===== src/rtl/mmio_port_responder.sv =====
// rtl/mmio_port_responder.sv - memory-mapped port responder with Req/Ack handshake and PortIn change tracking
module mmio_port_responder #(
    parameter logic [31:0] ADDR_BASE   = 32'h1001_0000,
    parameter int          WAIT_STATES = 1
) (
    input  logic        clk,
    input  logic        reset,
    input  logic        Req,
    input  logic        WriteEn,
    input  logic [31:0] Address,
    input  logic [31:0] WriteData,
    output logic [31:0] ReadData,
    output logic        Ack,
    output logic        AddrError,
    input  logic [7:0]  PortIn,
    output logic [31:0] PortOut,
    output logic        InChanged
);

    typedef enum logic [1:0] {
        ST_IDLE,
        ST_WAIT,
        ST_RESP
    } state_t;

    localparam logic [3:0] WAIT_LOAD = (WAIT_STATES > 0) ? 4'(WAIT_STATES - 1) : 4'd0;

    localparam logic [1:0] OFF_PORT_OUT = 2'd0;
    localparam logic [1:0] OFF_PORT_IN  = 2'd1;
    localparam logic [1:0] OFF_STATUS   = 2'd2;
    localparam logic [1:0] OFF_COUNT    = 2'd3;

    state_t      state;
    logic [3:0]  wait_cnt;
    logic        lat_we;
    logic [31:0] lat_addr;
    logic [31:0] lat_wdata;
    logic        ack_q;
    logic        addr_error_q;

    logic [31:0] port_out;
    logic        status_flag;
    logic [15:0] change_count;
    logic [7:0]  sync_s1;
    logic [7:0]  sync_s2;
    logic [7:0]  port_prev;

    logic        lat_legal;
    logic        commit_wr;
    logic        change;

    // Word-aligned and inside the 16-byte window.
    function automatic logic is_legal(input logic [31:0] a);
        return (a[31:4] == ADDR_BASE[31:4]) && (a[1:0] == 2'b00);
    endfunction

    assign lat_legal = is_legal(lat_addr);
    assign commit_wr = (state == ST_RESP) && lat_we && lat_legal;
    assign change    = (sync_s2 != port_prev);

    assign Ack       = ack_q;
    assign AddrError = addr_error_q;
    assign PortOut   = port_out;
    assign InChanged = status_flag;

    // Two-flop synchronizer for PortIn plus the previous-value register used for edge detection.
    always_ff @(posedge clk) begin
        if (reset) begin
            sync_s1   <= 8'd0;
            sync_s2   <= 8'd0;
            port_prev <= 8'd0;
        end else begin
            sync_s1   <= PortIn;
            sync_s2   <= sync_s1;
            port_prev <= sync_s2;
        end
    end

    // Sticky change flag (set beats W1C) and saturating change counter.
    always_ff @(posedge clk) begin
        if (reset) begin
            status_flag  <= 1'b0;
            change_count <= 16'd0;
        end else begin
            if (change) begin
                status_flag <= 1'b1;
            end else if (commit_wr && (lat_addr[3:2] == OFF_STATUS) && lat_wdata[0]) begin
                status_flag <= 1'b0;
            end
            if (change && (change_count != 16'hFFFF)) begin
                change_count <= change_count + 16'd1;
            end
        end
    end

    // PORT_OUT register; a store takes effect at the edge that ends the response cycle.
    always_ff @(posedge clk) begin
        if (reset) begin
            port_out <= 32'd0;
        end else if (commit_wr && (lat_addr[3:2] == OFF_PORT_OUT)) begin
            port_out <= lat_wdata;
        end
    end

    // Transaction FSM: latch the request, count wait states, then pulse Ack for one cycle.
    always_ff @(posedge clk) begin
        if (reset) begin
            state        <= ST_IDLE;
            wait_cnt     <= 4'd0;
            lat_we       <= 1'b0;
            lat_addr     <= 32'd0;
            lat_wdata    <= 32'd0;
            ack_q        <= 1'b0;
            addr_error_q <= 1'b0;
        end else begin
            ack_q        <= 1'b0;
            addr_error_q <= 1'b0;
            case (state)
                ST_IDLE: begin
                    if (Req) begin
                        lat_we    <= WriteEn;
                        lat_addr  <= Address;
                        lat_wdata <= WriteData;
                        if (WAIT_STATES == 0) begin
                            state        <= ST_RESP;
                            ack_q        <= 1'b1;
                            addr_error_q <= !is_legal(Address);
                        end else begin
                            state    <= ST_WAIT;
                            wait_cnt <= WAIT_LOAD;
                        end
                    end
                end
                ST_WAIT: begin
                    if (wait_cnt == 4'd0) begin
                        state        <= ST_RESP;
                        ack_q        <= 1'b1;
                        addr_error_q <= !lat_legal;
                    end else begin
                        wait_cnt <= wait_cnt - 4'd1;
                    end
                end
                ST_RESP: begin
                    state <= ST_IDLE;
                end
                default: begin
                    state <= ST_IDLE;
                end
            endcase
        end
    end

    // Load data is taken from live register state during the Ack cycle; stores and errors return 0.
    always_comb begin
        ReadData = 32'd0;
        if (ack_q && !lat_we && lat_legal) begin
            case (lat_addr[3:2])
                OFF_PORT_OUT: ReadData = port_out;
                OFF_PORT_IN:  ReadData = {24'd0, port_prev};
                OFF_STATUS:   ReadData = {31'd0, status_flag};
                OFF_COUNT:    ReadData = {16'd0, change_count};
                default:      ReadData = 32'd0;
            endcase
        end
    end

endmodule


===== config.mk =====
export PLATFORM = sky130hd
export DESIGN_NAME = mmio_port_responder
export DESIGN_NICKNAME = d
export VERILOG_FILES = /design/src/rtl/mmio_port_responder.sv
export SDC_FILE = /design/constraint.sdc
export NUM_CORES = 1
export LEC_CHECK = 0
export CAP_MARGIN = 20
export CORE_MARGIN = 2
export CORE_UTILIZATION = 35
export DETAILED_ROUTE_END_ITERATION = 12
export PLACE_DENSITY = 0.57
export SYNTH_ARGS = -nofsm -noshare
export SYNTH_HDL_FRONTEND = slang
export SYNTH_SLANG_ARGS = --single-unit

===== constraint.sdc =====
create_clock -name clk -period 2.8 [get_ports clk]
set_clock_uncertainty 0.2 [all_clocks]
set_input_delay 0.28 -clock clk [delete_from_list [all_inputs] [get_ports clk]]
set_output_delay 0.28 -clock clk [all_outputs]
set_load 0.1 [all_outputs]

==> reports/metrics.cfg <==
[run_status]
outcome=finished clean

[synth]
yosysUniqueCellTypes=49
seq_area_frac_synth_pct=50.0
netlist_area_sq_um=5840
synth_compound_area_share_pct=11.0
synth_top_family_by_area=simple AND/OR/NAND/NOR gates
syn_area_per_cell_sq_um=8.81
muxShareOfSynthArea_pct=7.64
netlist_instances=663
synth_xor_area_share_pct=1.95
yosys.area_share.simple_pct=25.0
synth_adder_area_share_pct=0.428
synth_warnings=0
synth-edff-count=0
synth.top_cell.area_share_pct=50.0
synth.largest_area_cell=dfxtp_1
syn_nets=741
ys.flop_type=dfxtp_1
synth_area_leaders=dfxtp_1, nand2_1, a21oi_1, mux2i_1, nor2_1
ys_ff_latch=146
async_reset_ff_share_pct=0

[grt]
grt_max_degree=53
grt_overflow=0
grt_pass1_wl_um=24300
grt_util_met1_pct=22.0
met3_usage_pct=5.37
met2_usage_pct=28.8
grtUsageTotal_pct=17.3
antenna_found_initial=0
busiest_layer=met2
grt_pass1_vias=4767

[power_and_ir_drop]
ir_drop_mv=0.433
power.leakage_nw=3.16
total_power_w=0.00495
switchingPower_w=0.00112
p_clk_share_pct=46.3
powerDensity_nw_per_um2=588
p_comb_share_pct=8.7
p_sw_share_pct=22.6
internal_power_w=0.00383
seqPwrFrac_pct=45.0

[timing]
min_period_ps=2700
max_slew_margin_pct=57.6
grt_setup_unrepaired=yes
setup_viol=0
fmax_mhz=371
worst_slack_ps=105
tightestPinTransition_ps=620
maxSlewViolCount=0
finalHoldViolCount=0
setup_tns_ps=0
post-route-period-util_pct=96.3

[clock_network]
insertion_delay_ps=420
cts_tree=built
cts_buffers=17
cts.clk_slew.worst_paths_ps=60
cts_hold_buf=0
cts_root_buffer=clkbuf_16
clock_sink_count=146
clockBufferDepth=2
htreeDepth=4

[critical_path]
worstReg2RegStart=lat_addr[18]
crit_path_end_kind=output pin
r2r_cells=8
critical_path.endpoint=ReadData[19]
crit_fanout=17
crit_required_ps=2320
path_cells=nor4_1 -> nand4_1 -> nor2_2 -> and3b_1 -> buf_6 -> and3_1 -> buf_12
setup.worst_path.start=lat_addr[11]
slowest_stage=dfxtp_1
worstReg2RegEnd=PortOut[8]
critical_path_class=flop to output pin
max_stage_delay_ps=310
cp-start-kind=flop
rrSetupSlack_ps=530
critPathArrivalTime_ps=2220

[floorplan]
initial_utilization_pct=35.5
row_count=47
core_area_sq_um=16500
io_pins=143
die_height_um=133
die-area_sq_um=17700
die_w_um=133

[final_layout]
num_antenna_cells=0
layout-area-overhead-vs-synth_pct=43.9
final_util_pct=51.1
instances_no_fill=1027
num-fill-cells=1532
drive_gt1_share_pct=19.6
finalNetCount=873

[run]
cap_viol_max_count=0

[placement]
hpwl_um=10800
io_buffers=142
place.gp.congestion=0.809
pre_cts_ws_ps=350
place_inst=993

[drt]
vias=5001
drt_iter0_markers=238
drt_pre_antenna_iters=4
wl_per_cell_um=15.0
routed_wl_um=15400
post-route-drc-count=0
via_per_inst=4.87
ant_nets=0

[min_path]
min_path_cells=2
hold_path.class=primary input to flop

## worst min path at each step
stage	start	endpoint	slack, ps
floorplan	PortIn[0]	sync_s1[0]	210
global placement	sync_s1[1]	sync_s2[1]	230
detailed placement	sync_s1[1]	sync_s2[1]	230
CTS	reset	PortOut[6]	120
global route	reset	PortOut[6]	160
finish	reset	PortOut[6]	140
## cells by family after synthesis
group | Yosys count
simple gates | 299
flops | 146
compound gates | 112
buf+inv | 49
mux | 42
xor+xnor | 13
fa+ha+maj | 2
## flip-flops by register name (all words and copies together), names as in the netlist
register      flops
Ack               1
AddrError         1
InChanged         1
PortOut          32
change_count     16
lat_addr         32
lat_wdata        32
lat_we            1
port_prev         8
state             2
sync_s1           8
sync_s2           8
wait_cnt          4
## cells in the mapped netlist (2+ instances only)
master and count:
nand3_1 5, buf_1 8, nor3_1 4, nor2_1 60, and3_1 17, inv_1 3, nand2b_1 2, or3b_2 2
mux2i_1 33, or4_1 10, clkbuf_1 30, nand2_1 143, buf_6 5, mux2_2 7, xnor2_1 3, and4_1 2
nor4b_2 3, nor4_1 5, xor2_1 10, nor4_2 2, nand4_1 4, a211oi_1 3, dfxtp_1 146, ha_1 2
a21oi_1 79, o41ai_1 4, and2_1 3, nor2b_1 27, a22oi_1 15, or4b_1 2, o31ai_1 6
## metrics by stage
stage	cell area (sq um)	hold slack [ps]
after global routing	8410	158
after detailed placement	7740	228
after global placement	7740	232
after CTS	8360	125
final	8410	138
after floorplan	5890	208
## cell usage in the layout (no fill, tap or decap), types with 3 or more instances in the layout
| cell type | Yosys | layout |
|---|---|---|
| buf_4 | 1 | 50 |
| clkdlybuf4s50_1 | 0 | 74 |
| a21oi_1 | 79 | 79 |
| nor4b_2 | 3 | 3 |
| clkinv_2 | 0 | 3 |
| nand3_1 | 5 | 5 |
| a211oi_1 | 3 | 3 |
| buf_12 | 0 | 34 |
| bufinv_16 | 0 | 3 |
| o41ai_1 | 4 | 4 |
| nor2_4 | 0 | 5 |
| xor2_1 | 10 | 10 |
| nor3_1 | 4 | 4 |
| nand4_1 | 4 | 4 |
| nor2_1 | 60 | 43 |
| clkbuf_8 | 0 | 3 |
| clkbuf_16 | 0 | 17 |
| and3_1 | 17 | 16 |
| a22oi_1 | 15 | 15 |
| mux2i_1 | 33 | 33 |
| nor4_2 | 2 | 5 |
| o31ai_1 | 6 | 6 |
| dfxtp_1 | 146 | 146 |
| nand2_1 | 143 | 142 |
| xnor2_1 | 3 | 3 |
| nor2_2 | 0 | 12 |
| nor2b_1 | 27 | 27 |
| mux2_2 | 7 | 7 |
| or4_1 | 10 | 10 |
| inv_1 | 3 | 3 |
## routing by layer
metal | vias to the layer above | routed length [um]
met5 | - | 0
met4 | 0 | 180
met3 | 18 | 776
met2 | 116 | 7350
met1 | 2344 | 7050
li1 | 2523 | -
## repair_timing
item	CTS	global route
endpoints found under the setup margin	27	27
pin swaps	2	3
cloned	0	0
setup buffers	2	1
resized for setup	0	11
## critical path: cells and delay by family, from the launching register on
family	cells	cell delay, ps
buffers and inverters	2	340
and+or+nand+nor	5	1130
DFF	1	310
## final cells by class
class                      instances  area, sq um  area share (%)
inverter                           3         11.3           0.134
tap                              220          275            3.27
sequential                       146         2920            34.8
timing repair buffer             159         1810            21.5
clock inverter                     9          130            1.55
multi-input combinational        468         2790            33.1
clock buffer                      22          474            5.64
## power groups by stage
stage / clock network, W / registers (W) / logic (W)
after CTS: 0.00235 / 0.00222 / 0.000432
after global routing: 0.00243 / 0.00223 / 0.000476
final: 0.00229 / 0.00222 / 0.000431
after global placement: 0 / 0.00226 / 0.000421
after detailed placement: 0 / 0.00227 / 0.000427
after floorplan: 0 / 0.00227 / 0.000237
Power figures use the tool's default switching activity.
